===== config.mk =====
export PLATFORM = sky130hd
export DESIGN_NAME = ttt_board_ctrl
export DESIGN_NICKNAME = d
export VERILOG_FILES = /design/src/rtl/ttt_pkg.sv /design/src/rtl/ttt_line_check.sv /design/src/rtl/ttt_board_ctrl.sv
export SDC_FILE = /design/constraint.sdc
export NUM_CORES = 1
export LEC_CHECK = 0
export BUFFER_PORTS_ARGS = -buffer_cell sky130_fd_sc_hd__buf_2
export CORE_ASPECT_RATIO = 1.75
export CORE_UTILIZATION = 40
export CTS_BUF_LIST = sky130_fd_sc_hd__clkbuf_2 sky130_fd_sc_hd__clkbuf_4 sky130_fd_sc_hd__clkbuf_8
export DETAILED_ROUTE_END_ITERATION = 12
export GPL_TIMING_DRIVEN = 0
export PLACE_DENSITY = 0.57
export REMOVE_ABC_BUFFERS = 1
export SLEW_MARGIN = 10
export SYNTH_ARGS = -nofsm -noshare
export SYNTH_HDL_FRONTEND = slang
export SYNTH_SLANG_ARGS = --single-unit

===== constraint.sdc =====
create_clock -name clk -period 4.3 [get_ports clk]
set_input_delay 1.29 -clock clk [delete_from_list [all_inputs] [get_ports clk]]
set_output_delay 1.29 -clock clk [all_outputs]
set_load 0.03 [all_outputs]

===== src/rtl/ttt_pkg.sv =====
`timescale 1ns/1ps
// Shared definitions for the tic-tac-toe board controller: cell and status
// codes, the controller state enum and the win-line table.
package ttt_pkg;

    // Cell contents as stored in the packed board
    localparam logic [1:0] EMPTY = 2'b00;
    localparam logic [1:0] X     = 2'b01;
    localparam logic [1:0] O     = 2'b10;

    // Game status codes; these drive the display mux select directly
    localparam logic [1:0] RUN   = 2'b00;
    localparam logic [1:0] XWIN  = 2'b01;
    localparam logic [1:0] OWIN  = 2'b10;
    localparam logic [1:0] DRAW  = 2'b11;

    typedef enum logic [1:0] {
        IDLE = 2'd0,
        SCAN = 2'd1,
        OVER = 2'd2
    } state_t;

    // Cell indices of each win line: rows, columns, diagonal, anti-diagonal
    localparam logic [3:0] LINE_CELLS [8][3] = '{
        '{4'd0, 4'd1, 4'd2},
        '{4'd3, 4'd4, 4'd5},
        '{4'd6, 4'd7, 4'd8},
        '{4'd0, 4'd3, 4'd6},
        '{4'd1, 4'd4, 4'd7},
        '{4'd2, 4'd5, 4'd8},
        '{4'd0, 4'd4, 4'd8},
        '{4'd2, 4'd4, 4'd6}
    };

    // Read one 2-bit cell out of the packed board; indices above 8 read as empty
    function automatic logic [1:0] get_cell(input logic [17:0] brd, input logic [3:0] idx);
        logic [1:0] c;
        c = EMPTY;
        for (int i = 0; i < 9; i++) begin
            if (idx == 4'(i)) begin
                c = brd[2*i +: 2];
            end
        end
        return c;
    endfunction

endpackage


===== src/rtl/ttt_line_check.sv =====
`timescale 1ns/1ps
// Combinational check of one win line: returns the owning player's cell code
// when all three cells match and are occupied, otherwise EMPTY.
module ttt_line_check
    import ttt_pkg::*;
(
    input  logic [1:0] cell_a,
    input  logic [1:0] cell_b,
    input  logic [1:0] cell_c,
    output logic [1:0] winner
);

    // Three equal, non-empty cells mean the line is owned by that player
    always_comb begin
        winner = EMPTY;
        if ((cell_a != EMPTY) && (cell_a == cell_b) && (cell_b == cell_c)) begin
            winner = cell_a;
        end
    end

endmodule


===== src/rtl/ttt_board_ctrl.sv =====
`timescale 1ns/1ps
// Tic-tac-toe game-state controller. Accepts moves over valid/ready, rejects
// illegal ones, holds the board and scans the eight win lines one per cycle
// after every legal move before publishing the game status.
// Optional feature: define TTT_MOVE_CNT_EN to expose the move counter on move_cnt.
module ttt_board_ctrl
    import ttt_pkg::*;
#(
    parameter logic FIRST_PLAYER = 1'b0
) (
    input  logic        clk,
    input  logic        rst,
    input  logic        new_game,
    input  logic        mv_valid,
    input  logic [3:0]  mv_cell,
    output logic        mv_ready,
    output logic        mv_ack,
    output logic        mv_err,
    output logic [17:0] board,
    output logic        turn,
    output logic [1:0]  status
`ifdef TTT_MOVE_CNT_EN
    ,
    output logic [3:0]  move_cnt
`endif
);

    state_t      state_q,  state_d;
    logic [17:0] board_q,  board_d;
    logic        turn_q,   turn_d;
    logic [1:0]  status_q, status_d;
    logic [3:0]  cnt_q,    cnt_d;
    logic [2:0]  line_q,   line_d;
    logic [1:0]  win_q,    win_d;
    logic        ack_q,    ack_d;
    logic        err_q,    err_d;

    logic [1:0]  line_a, line_b, line_c;
    logic [1:0]  line_win;
    logic [1:0]  found;
    logic [1:0]  target;
    logic [1:0]  mark;
    logic        legal;

    // Fetch the three cells of the line currently under scan
    always_comb begin
        line_a = get_cell(board_q, LINE_CELLS[line_q][0]);
        line_b = get_cell(board_q, LINE_CELLS[line_q][1]);
        line_c = get_cell(board_q, LINE_CELLS[line_q][2]);
    end

    ttt_line_check u_line_check (
        .cell_a (line_a),
        .cell_b (line_b),
        .cell_c (line_c),
        .winner (line_win)
    );

    // Move legality: in-range cell that is still empty (state checked in the FSM)
    always_comb begin
        target = get_cell(board_q, mv_cell);
        mark   = turn_q ? O : X;
        legal  = (mv_cell <= 4'd8) && (target == EMPTY);
    end

    // Next-state logic: move handling, sequential line scan and game clear
    always_comb begin
        state_d  = state_q;
        board_d  = board_q;
        turn_d   = turn_q;
        status_d = status_q;
        cnt_d    = cnt_q;
        line_d   = line_q;
        win_d    = win_q;
        ack_d    = 1'b0;
        err_d    = 1'b0;
        found    = (win_q != EMPTY) ? win_q : line_win;

        if (new_game) begin
            state_d  = IDLE;
            board_d  = '0;
            turn_d   = FIRST_PLAYER;
            status_d = RUN;
            cnt_d    = 4'd0;
            line_d   = 3'd0;
            win_d    = EMPTY;
        end else begin
            case (state_q)
                IDLE: begin
                    if (mv_valid) begin
                        if (legal) begin
                            for (int i = 0; i < 9; i++) begin
                                if (mv_cell == 4'(i)) begin
                                    board_d[2*i +: 2] = mark;
                                end
                            end
                            cnt_d   = cnt_q + 4'd1;
                            line_d  = 3'd0;
                            win_d   = EMPTY;
                            ack_d   = 1'b1;
                            state_d = SCAN;
                        end else begin
                            err_d = 1'b1;
                        end
                    end
                end
                SCAN: begin
                    win_d = found;
                    if (line_q == 3'd7) begin
                        if (found != EMPTY) begin
                            status_d = (found == X) ? XWIN : OWIN;
                            state_d  = OVER;
                        end else if (cnt_q == 4'd9) begin
                            status_d = DRAW;
                            state_d  = OVER;
                        end else begin
                            turn_d  = ~turn_q;
                            state_d = IDLE;
                        end
                    end else begin
                        line_d = line_q + 3'd1;
                    end
                end
                OVER: begin
                    if (mv_valid) begin
                        err_d = 1'b1;
                    end
                end
                default: begin
                    state_d = IDLE;
                end
            endcase
        end
    end

    // State registers with synchronous reset to an empty board
    always_ff @(posedge clk) begin
        if (rst) begin
            state_q  <= IDLE;
            board_q  <= '0;
            turn_q   <= FIRST_PLAYER;
            status_q <= RUN;
            cnt_q    <= 4'd0;
            line_q   <= 3'd0;
            win_q    <= EMPTY;
            ack_q    <= 1'b0;
            err_q    <= 1'b0;
        end else begin
            state_q  <= state_d;
            board_q  <= board_d;
            turn_q   <= turn_d;
            status_q <= status_d;
            cnt_q    <= cnt_d;
            line_q   <= line_d;
            win_q    <= win_d;
            ack_q    <= ack_d;
            err_q    <= err_d;
        end
    end

    assign mv_ready = ((state_q == IDLE) || (state_q == OVER)) && !new_game && !rst;
    assign mv_ack   = ack_q;
    assign mv_err   = err_q;
    assign board    = board_q;
    assign turn     = turn_q;
    assign status   = status_q;
`ifdef TTT_MOVE_CNT_EN
    assign move_cnt = cnt_q;
`endif

endmodule


==> Word level (Yosys, flattened, before mapping) <==
Memory sizes are Yosys's and may differ from the RTL's.
Index checks and enable logic that the tools add are counted.
Widths: inputs -> output; s select.
{ "word_totals": {"n_memories": 1, "ff_bits": 34, "word_cells": 170, "rom_bits": 96} }
{ "mem_list": {"columns": ["name", "words", "word_bits", "read_ports", "rd_clocked_by_memory_dff", "wr", "line_no", "rtl"], "rows": [
  ["(name not given)", 8, 12, 1, 0, 0, "ttt_board_ctrl.sv:49", "line_c = get_cell(board_q, LINE_CELLS[line_q][2]);"]
]} }
{ "classes": {"n_addsub": 2, "eq_ne": 43, "reduce_logical": 36, "n_bitwise": 7, "order_cmp": 2, "mux": 62} }
{ "ops": {"columns": ["cell", "count"], "rows": [
  ["$mux 2", 49],
  ["$eq 4x3->1 const B", 16],
  ["$reduce_and 4->1", 12],
  ["$eq 4x2->1 const B", 8],
  ["$mux 12", 2],
  ["$eq 4x4->1 const B", 5],
  ["$eq 4x1->1 const B", 4],
  ["$logic_not 4->1", 4],
  ["$reduce_bool 2->1", 5],
  ["$mux 3", 3],
  ["$reduce_and 3->1", 3],
  ["$ne 2x2->1 const B", 4],
  ["$not 1->1", 6],
  ["$pmux 2 s3", 1],
  ["$pmux 3 s2", 1],
  ["$logic_and 1x1->1", 5],
  ["$add 4x1->4 const B", 1],
  ["$eq 2x1->1 const B", 2],
  ["$eq 2x2->1", 2],
  ["$ge 4x4->1 const B", 1],
  ["$le 4x4->1 const B", 1],
  ["$logic_not 2->1", 2],
  ["$mux 1", 4],
  ["$not 3->4", 1],
  ["9 further kinds", 10]
]} }

==> Longest topological paths before layout <==
{ "depth": {"ltp_word": 23, "depth_mapped": 15, "mapped_depth_nobuf": 11} }

==> Cells and area by module <==
A second synthesis with hierarchy kept.
{ "hier_totals": {"hier_cells": 287, "area_unflattened_um2": 2249.7} }
{ "by_module_without_submodules": {"columns": ["module", "area_per_inst_um2", "cells_each", "seq_area_each_um2", "n_inst"], "rows": [
  ["ttt_board_ctrl", 2217.1, 281, 680.7, 1],
  ["ttt_line_check", 32.5, 6, 0.0, 1]
]} }

==> Worst setup path before layout <==
No wires, ideal clock.
{ "synth_path": {"path_kind": "input-to-output", "start": "input new_game", "end": "output mv_ready", "stages": 2, "path_slack_ps": 990, "arrival_time_ps": 2020, "n_path_buf": 0, "required_time_ps": 3010, "cell_sequence": "or2_2 -> nor2_1"} }
{ "synth_via": {"elab_chain_cells": 3} }
{ "synth_lines": {"columns": ["element", "line_no", "rtl"], "rows": [
  ["start: declaration", "ttt_board_ctrl.sv:13", "input logic new_game,"],
  ["$logic_not 1->1", "ttt_board_ctrl.sv:161", "assign mv_ready = ((state_q == IDLE) || (state_q == OVER)) && !new_game && !rst;"],
  ["$logic_and 1x1->1 (2 in a row)", "ttt_board_ctrl.sv:161", null],
  ["end: declaration", "ttt_board_ctrl.sv:16", "output logic mv_ready,"]
]} }
Every way passes these cells.

==> Worst setup path in the final report <==
{ "layout_path": {"start": "register line_q[0]", "end": "register status_q[0] (netlist: status[0])"} }
{ "layout_via": {"elab_chain_cells": 22, "elab_cells_between_ends": 72, "cone_classes": "eq/ne: 28; mux: 33; bitwise: 1; reduce/logical: 9; memory: 1"} }
{ "layout_lines": {"columns": ["element", "line_no", "rtl"], "rows": [
  ["start: declaration", "ttt_board_ctrl.sv:33", "logic [2:0] line_q, line_d;"],
  ["start signal: assignment", "ttt_board_ctrl.sv:154", "line_q <= line_d;"],
  ["$not 3->4 (not written as such)", "ttt_board_ctrl.sv:47, ttt_board_ctrl.sv:48, ttt_board_ctrl.sv:49", null],
  ["$mem_v2 8x12", null, null],
  ["$mux 12 (not written as such) (2 in a row)", "ttt_board_ctrl.sv:49", null],
  ["$logic_not 4->1", "ttt_pkg.sv:40", "if (idx == 4'(i)) begin"],
  ["$mux 2 (9 in a row)", "ttt_pkg.sv:40", null],
  ["$eq 2x2->1 / $reduce_bool 2->1 (equally long branches)", "ttt_line_check.sv:16", "if ((cell_a != EMPTY) && (cell_a == cell_b) && (cell_b == cell_c)) begin"],
  ["$logic_and 1x1->1 (2 in a row)", "ttt_line_check.sv:16", null],
  ["$mux 2", "ttt_line_check.sv:16", null],
  ["$mux 2", "ttt_board_ctrl.sv:77", "found = (win_q != EMPTY) ? win_q : line_win;"],
  ["$eq 2x1->1 / $reduce_bool 2->1 (equally long branches)", "ttt_board_ctrl.sv:111, ttt_board_ctrl.sv:110", null],
  ["$mux 2 / $reduce_bool 2->1 (equally long branches)", null, null],
  ["$mux 2 / $reduce_and 3->1 (equally long branches)", null, null],
  ["end signal: assignment", "ttt_board_ctrl.sv:152", "status_q <= status_d;"],
  ["end: declaration", "ttt_board_ctrl.sv:31", "logic [1:0] status_q, status_d;"]
]} }
Parallel ways exist; a longest one is shown, timed or not. The select of a mux whose other input is x is not followed.
A chain may end at the register's enable or synchronous reset.

==> metrics.txt <==
DR iter-0 viols=222; final core utilization=0.4558; met1 usage=0.2668; Hold Path Class=flop to flop; reg-to-reg startpoint=line_q[0]; DIE AREA=0.006451 mm²; # DRC=0; post-route ant nets=0; fillers=631; # H-tree levels=2; Synth top area share=0.2780; HPWL Detailed=5269 µm; Routability Congestion=0.8735; power per cell area=222.7 mW/mm²; CTS tree=yes; HP Start=cnt_q[3]; crit path from=line_q[0]; Post-Route WL=7216 µm; clock latency on the worst-skew pair=0.29 ns; post-synthesis sequential area ratio=0.2780; Max FO, Critical Path=28; post-DR vias/cell=5.909; row cnt=37; Syn Area/Cell=7.700 µm²; total congestion overflow=0; Most used DFF post-synth=dfxtp_1; Num CTS Buffers=5; CTS Root Cell=clkbuf_8; Sw Ratio=0.2547; RSZ-0062 raised after global routing=no; Multi-input gate area=0.001623 mm²; largest net degree at the start of global routing=32; synthesized area=0.002449 mm²; worst IR drop on VDD=0.0002247 V; share of flip-flops with an asynchronous set or reset=0; Ports=32; Synthesis Warnings=0; worst rel slew slack=0.2790; top-count cell post-synth=nor2_1; Psw=0.0001520 W; setup TNS=0 ns; all-layer global routing usage=0.2379; Worst-Margin Slew=1.080 ns; vias in the first global route=2,357; register area=680.7 µm²; Leakage=0.9925 nW; CP Data Arrival Time=4.13 ns; Setup Viol. Count Final=0; drt wl/cell=17.35 µm; die height=105.5 µm; max-slew violation count=0; CORE AREA=0.005879 mm²; layout cells sized above 1=0.1686; CP endpoint kind=flop; Int Power=0.0004447 W; final instance area=0.002680 mm²; Yosys reg bits=34; CP Launch Type=flop; Chip Width=61.15 µm; part of the power in the clock network=0.366; clk sink count=34; Vias=2,458; initial antenna violation count=0; number of synthesized flops with an enable pin=0; crit path time final=3.950 ns; global-route wire length before repair=11,470 µm; Synth area leaders=dfxtp_1, nor2_1, ha_1; Starting Density=0.4165; Placed Area=0.002599 mm²; fin nets=356; Synth-to-Final Area Change=9.453%; met3 GRT Util=0.03313; max-cap violations=0; Max Clk Rate=0.2532 GHz; Reg clk slew, reported paths=0.06 ns; most frequent cells after synthesis=nor2_1, dfxtp_1, a21oi_1; GR Layer Usage met2=0.4115; clk_skew=0.006743 ns; Seq pwr share=0.537; post-synth cell types=74; busiest grt layer=met2; Yosys top cell by area=dfxtp_1; worst setup path category=flop to flop; run status=complete, no violations; n_diodes=0; Gate power share=0.097; Clock Path Buffers=2; Req. time, crit path=4.48 ns; period utilization=0.9186; Initial DRT Pass Iterations=5; number of I/O port buffers=31; Mapped Cells=318; Hold Vio Cnt, Final=0
-- cell type report --
class	count	share of cell area
multi-input cells	254	0.6055
clock inverters	2	0.003735
flip-flops and latches	34	0.2540
well taps	78	0.03641
repair buffers	31	0.05789
clock buffers	5	0.02568
inverters	12	0.01681
-- worst max-delay path, cell delays in order (launching register included) --
cell and delay, ns:
dfxtp_1 0.74, inv_1 0.22, ha_2 0.69, nand2_1 0.13, o31ai_1 0.49, a21oi_1 0.14, o32ai_1 0.40, or3_1 0.19
a211oi_2 0.08, nor3_1 0.42, nor2_1 0.08, o221a_2 0.25
-- repair_timing --
item                                    4_1_cts  5_1_grt
buffers inserted                              0        0
hold buffers                                  0        0
endpoints found under the setup margin        0        6
gates resized for setup                       0        1
-- power by group through the flow --
| stage | logic (W) | registers (W) | clock network (W) |
|---|---|---|---|
| floorplan | 0.0000365 | 0.000329 | 0 |
| global placement | 0.0000572 | 0.000328 | 0 |
| detailed placement | 0.0000572 | 0.000328 | 0 |
| CTS | 0.0000576 | 0.000321 | 0.000226 |
| global route | 0.0000629 | 0.000321 | 0.000238 |
| finish | 0.0000577 | 0.000321 | 0.000218 |
-- cells by family after synthesis --
kind of cell             Yosys count  share of synthesized area
AO/OA/AOI/OAI                    101                     0.2826
XOR/XNOR                           3                    0.01073
adder cells (fa/ha/maj)           10                    0.05110
buffers and inverters             30                    0.06029
flip-flops                        34                     0.2780
multiplexers                       3                    0.01277
AND/OR/NAND/NOR                  137                     0.3045
-- per-stage QoR --
stage	hold WS, ns	setup slack, ns	total power (W)	instances
finish	0.5242	0.3501	0.0005967	416
global route	0.5499	0.07143	0.0006214	416
CTS	0.5269	0.1347	0.0006045	416
detailed placement	0.5099	0.1395	0.0003851	409
global placement	0.4957	0.1634	0.0003850	409
floorplan	0.4789	0.7810	0.0003652	300
-- per-layer routing --
layer,vias up,part of all wire
met5,-,0
met4,0,0.042
met3,22,0.043
met2,81,0.52
met1,1146,0.39
li1,1209,-
-- placed cells by master, fill, tap and decap left out, types with 3 or more instances in the layout --
master and n:
nor4b_1 4, nand3_1 7, a21oi_1 23, o21ai_0 19, o21a_1 4, o31ai_1 3
nand2_1 21, a31oi_1 11, nor2b_1 8, o211ai_1 5, nor3_1 9, dfxtp_1 34
inv_1 11, o311ai_0 3, and2_1 8, nor2_1 46, nand2b_1 4, a211oi_1 4
ha_1 9, buf_2 31, clkbuf_8 5
-- registers in the layout, indices dropped and copies added, names as in the netlist --
| name | flops |
|---|---|
| cnt_q | 4 |
| mv_ack | 1 |
| line_q | 3 |
| mv_err | 1 |
| status | 2 |
| state_q | 2 |
| board | 18 |
| win_q | 2 |
| turn | 1 |
-- worst paths after layout --
path	end	slack, ns	cells past startpoint
worst min-delay path	cnt_q[3]	0.52	2
worst max-delay path	status[0]	0.35	11
worst max register to register	status[0]	0.35	11
worst min register to register	cnt_q[3]	0.52	2
No activity file was read; power rests on OpenSTA's default activity.
